**config.mk**
```make
export PLATFORM = sky130hd
export DESIGN_NAME = dmem_arbiter
export DESIGN_NICKNAME = d
export VERILOG_FILES = /design/src/rtl/dmem_arbiter.sv
export SDC_FILE = /design/constraint.sdc
export NUM_CORES = 1
export LEC_CHECK = 0
export BUFFER_PORTS_ARGS = -buffer_cell sky130_fd_sc_hd__buf_2
export CORE_MARGIN = 4
export CORE_UTILIZATION = 45
export DETAILED_ROUTE_END_ITERATION = 6
export GPL_ROUTABILITY_DRIVEN = 0
export HOLD_SLACK_MARGIN = 0.02
export MAX_ROUTING_LAYER = met4
export PLACE_DENSITY = 0.78
export SLEW_MARGIN = 10
export SYNTH_ARGS = -nofsm -noshare
export SYNTH_HDL_FRONTEND = slang
export SYNTH_SLANG_ARGS = --single-unit
```
**constraint.sdc**
```tcl
create_clock -name clk -period 1.59 [get_ports clk]
set_clock_uncertainty 0.05 [all_clocks]
set_input_delay 0.3975 -clock clk [delete_from_list [all_inputs] [get_ports clk]]
set_output_delay 0.3975 -clock clk [all_outputs]
set_load 0.005 [all_outputs]
```
**src/rtl/dmem_arbiter.sv**
```systemverilog
// dmem_arbiter: two-port round-robin arbiter in front of a single-cycle data memory.
// Port A is the CPU MEM stage, port B the loader/debug port. Each transaction runs
// arbitrate (IDLE or DONE) -> ACCESS (gnt + memory strobe) -> DONE (rvalid/err).
// Optional feature macro: DMEM_ARB_LOCK_EN adds input b_lock so B can keep winning
// arbitration for burst preloads while it holds the last grant.
module dmem_arbiter #(
    parameter int ADDR_LIMIT = 40,
    parameter int AW         = 32
) (
    input  logic          clk,
    input  logic          rst_n,
    input  logic          a_req,
    input  logic          a_we,
    input  logic [AW-1:0] a_addr,
    input  logic [AW-1:0] a_wdata,
    output logic          a_gnt,
    output logic          a_rvalid,
    output logic          a_err,
    output logic [AW-1:0] a_rdata,
    input  logic          b_req,
    input  logic          b_we,
    input  logic [AW-1:0] b_addr,
    input  logic [AW-1:0] b_wdata,
`ifdef DMEM_ARB_LOCK_EN
    input  logic          b_lock,
`endif
    output logic          b_gnt,
    output logic          b_rvalid,
    output logic          b_err,
    output logic [AW-1:0] b_rdata,
    output logic [AW-1:0] mem_addr,
    output logic [AW-1:0] mem_wdata,
    output logic          mem_we,
    output logic          mem_re,
    input  logic [AW-1:0] mem_rdata,
    output logic          busy
);

    localparam logic [1:0] S_IDLE   = 2'd0;
    localparam logic [1:0] S_ACCESS = 2'd1;
    localparam logic [1:0] S_DONE   = 2'd2;

    logic [1:0]    state_q, state_d;
    logic          win_q;      // 0 = A, 1 = B
    logic          last_q;     // port that won the most recent arbitration
    logic          we_q;
    logic          err_q;      // latched address was illegal
    logic [AW-1:0] addr_q, wdata_q;
    logic [AW-1:0] a_rdata_q, b_rdata_q;

    logic          arb_en, pick_b, sel_illegal;
    logic [AW-1:0] sel_addr, rd_val;
    logic          in_access, in_done;

    assign in_access = (state_q == S_ACCESS);
    assign in_done   = (state_q == S_DONE);

    // Winner selection: a lone requester wins; on a tie the port that did not win last goes.
    always_comb begin
        pick_b = b_req && (!a_req || !last_q);
`ifdef DMEM_ARB_LOCK_EN
        if (last_q && b_req && b_lock) pick_b = 1'b1;
`endif
        arb_en      = (state_q == S_IDLE || state_q == S_DONE) && (a_req || b_req);
        sel_addr    = pick_b ? b_addr : a_addr;
        sel_illegal = (sel_addr[1:0] != 2'b00) || (sel_addr > AW'(ADDR_LIMIT));
    end

    // Next state: every accepted request spends one cycle in ACCESS and one in DONE.
    always_comb begin
        state_d = state_q;
        case (state_q)
            S_IDLE:   if (a_req || b_req) state_d = S_ACCESS;
            S_ACCESS: state_d = S_DONE;
            S_DONE:   state_d = (a_req || b_req) ? S_ACCESS : S_IDLE;
            default:  state_d = S_IDLE;
        endcase
    end

    // State register; reset leaves B as last winner so A takes the first tie.
    always_ff @(posedge clk or negedge rst_n) begin
        if (!rst_n) begin
            state_q <= S_IDLE;
            last_q  <= 1'b1;
            win_q   <= 1'b0;
        end else begin
            state_q <= state_d;
            if (arb_en) begin
                win_q  <= pick_b;
                last_q <= pick_b;
            end
        end
    end

    // Capture the winning request so the requester may release it after gnt.
    always_ff @(posedge clk or negedge rst_n) begin
        if (!rst_n) begin
            we_q    <= 1'b0;
            err_q   <= 1'b0;
            addr_q  <= '0;
            wdata_q <= '0;
        end else if (arb_en) begin
            we_q    <= pick_b ? b_we    : a_we;
            addr_q  <= sel_addr;
            wdata_q <= pick_b ? b_wdata : a_wdata;
            err_q   <= sel_illegal;
        end
    end

    // Only legal reads return memory data; writes and faulted accesses return zero.
    assign rd_val = (we_q || err_q) ? '0 : mem_rdata;

    // Per-port read data, updated only for the port being served.
    always_ff @(posedge clk or negedge rst_n) begin
        if (!rst_n) begin
            a_rdata_q <= '0;
            b_rdata_q <= '0;
        end else if (in_access) begin
            if (win_q) b_rdata_q <= rd_val;
            else       a_rdata_q <= rd_val;
        end
    end

    assign a_gnt     = in_access && !win_q;
    assign b_gnt     = in_access &&  win_q;
    assign a_rvalid  = in_done && !win_q;
    assign b_rvalid  = in_done &&  win_q;
    assign a_err     = a_rvalid && err_q;
    assign b_err     = b_rvalid && err_q;
    assign a_rdata   = a_rdata_q;
    assign b_rdata   = b_rdata_q;
    assign mem_addr  = addr_q;
    assign mem_wdata = wdata_q;
    // Strobes decode straight from state so an async reset drops them immediately.
    assign mem_we    = in_access &&  we_q && !err_q;
    assign mem_re    = in_access && !we_q && !err_q;
    assign busy      = (state_q != S_IDLE);

endmodule

```
==> results.tsv <==
metric	value	unit
ff_latch_area	3360	sq um
yosysUniqueCellTypes	31	
via_per_inst	4.97	
clk_pin_slew	0.06	ns
syn_nets	744	
portBuffers	302	
cp-start-kind	register	
synth_area_per_cell	10.0	sq um
coreArea	12600	sq um
post-synth-top-area-cell	dfrtp_1	
period_minus_slack	1.84	ns
fp.dieArea	14800	sq um
die_height	121	microns
cp_max_fo	4	
clock-sinks	134	
rsz0062_at_grt	true	
cts_tree	done	
rows	41	
cp-end-kind	output port	
final-setup-viol-count	9	
final_cell_area	8340	sq um
hold_viol	0	
rr_startpoint	last_q	
die_x	121	microns
drt_wl_total	17300	microns
cts-root-buf	clkbuf_16	
slew_violations	0	
criticalPathCategory	reg -> out	
ys_ff_latch	134	
ir_drop	0.000645	V
synth_area_leaders	dfrtp_1, o21ai_1, mux2i_1	
antenna_found_initial	0	
fin_crit_sh	116	%
fmax	543	MHz
utilization	66.1	%
min-delay-start	mem_rdata[24]	
p_per_area	1190	nW/um^2
hpwl	13200	microns
htree_levels	4	
vias	5349	
startpoint	state_q[0]	
ant_nets	0	
hold_path.class	in -> reg	
multi_input_area	2220	sq um
async_flop_share	100	%
dr.pass1.iters	5	
tightest_slew	0.443	ns
maxSlewHeadroom	70.2	%
arrival	1.39	ns
insertion_delay	0.41	ns
power	9.91	mW
n_antenna_cell	0	
setup_tns	-1.57	ns
violations	setup timing	
synth_cells	578	
p_leak	4.31	nW
layout_setup_ws	-0.250	ns
maxCapViolCount	0	
place_area	7600	sq um
drive_above_1_share	41.5	%
status	complete, but fails checks	
grt_use_total	24.0	%
syn_area	5790	sq um
clockBufferDepth	2	
n_fill_cell	1042	
finalNetCount	1057	
drc_errors	0	
required	1.14	ns
grt_max_degree	68	
syn2layout_area_growth	44.0	%
synth-edff-count	0	
numCtsBuffers	17	
yosysTopAreaCellShare	57.5	%
grt_pass1_vias	5289	
grt-ovfl-total	0	
yosys_warnings	0	
io_pins	303	
ys.flop_type	dfrtp_1	
grt_pass1_wl	26400	microns
drtIter0Drc	291	
ys_seq_area_share	57.9	%
start_util	45.9	%
holdWs	0.187	ns
wire_per_inst	16.1	microns
==> layout make-up <==
class | instances | share of cell area (%)
Inverter | 7 | 0.375
Multi-Input combinational cell | 398 | 26.6
Timing Repair Buffer | 333 | 23.0
Clock inverter | 8 | 1.45
Tap cell | 172 | 2.58
Sequential cell | 134 | 40.2
Clock buffer | 24 | 5.77
==> where the power goes <==
group | leakage [nW] | switching (mW) | internal [mW] | total [mW]
Sequential | 1.74 | 0.221 | 3.79 | 4.02
Clock | 0.294 | 1.37 | 2.58 | 3.96
Combinational | 2.27 | 1.02 | 0.912 | 1.93
==> sequential cells by signal, summed over array words and instances (netlist names) <==
register	flops
a_rdata	32
b_rdata	32
err_q	1
last_q	1
mem_addr	32
mem_wdata	32
state_q	2
we_q	1
win_q	1
==> worst max-delay path, stage by stage, from the launching register on <==
cell     delay [ns]
dfrtp_2        0.46
nor3b_4        0.22
and2_1         0.16
buf_2          0.14
==> layout by cell type (no fill, tap or decap), drive strengths merged, types with 2 or more instances in the layout <==
master	Yosys	routed
dfrtp	133	133
nand2b	2	2
o21ai	131	131
nor2	3	3
clkinv	1	5
mux2i	64	64
buf	29	331
bufinv	0	3
clkbuf	10	25
nand2	164	164
inv	6	6
and2	2	2
nor4	14	14
a21oi	4	4
a31oi	2	2
nor3b	2	2
==> final timing paths <==
kind / endpoint / slack (ns) / cells after the start
worst max-delay path: a_err / -0.25 / 3
worst max register to register: we_q / 0.05 / 4
worst min register to register: mem_wdata[30] / 0.43 / 2
min in group asynchronous: b_rdata[20] / 0.41 / 2
max in group asynchronous: mem_addr[21] / 0.53 / 3
worst min-delay path: b_rdata[24] / 0.19 / 3
==> per-stage QoR <==
step | std cells | setup WS, ns
2_1_floorplan | 578 | 0.118
3_3_place_gp | 1038 | 0.0147
3_5_place_dp | 1038 | -0.0265
4_1_cts | 1073 | -0.253
5_1_grt | 1076 | -0.323
6_report | 1076 | -0.250
==> synth_stat cells (2+ instances only) <==
cell	n
nor3b_1	2
buf_4	5
o21ai_1	130
nand2_1	164
clkbuf_1	10
inv_2	5
a21oi_1	4
mux2i_1	64
buf_2	16
nor2_1	3
nor4_1	14
a31oi_1	2
and2_1	2
buf_6	7
dfrtp_1	133
nand2b_1	2
==> cells by family after synthesis <==
kind of cell	share of synthesized area [%]
AND/OR/NAND/NOR	13.6
AO/OA/AOI/OAI	12.7
flip-flops	57.9
multiplexers	11.1
buffers and inverters	4.75
==> what timing repair did <==
item / CTS / global route
hold buffers: 1 / 0
gates resized for setup: 12 / 3
setup buffers: 2 / 2
setup endpoints to repair: 9 / 10
hold endpoints to repair: 31 / 0
gates cloned: 0 / 1
pin swaps: 3 / 2
==> routing by layer <==
layer / vias up / wire, microns / track usage (%)
met2: 261 / 8560 / 38.5
met5: - / 0 / -
met4: 0 / 531 / 11.3
met3: 36 / 1670 / 8.21
met1: 2448 / 6560 / 27.0
li1: 2604 / - / -
Note: power is estimated with default switching activity, not from simulation.
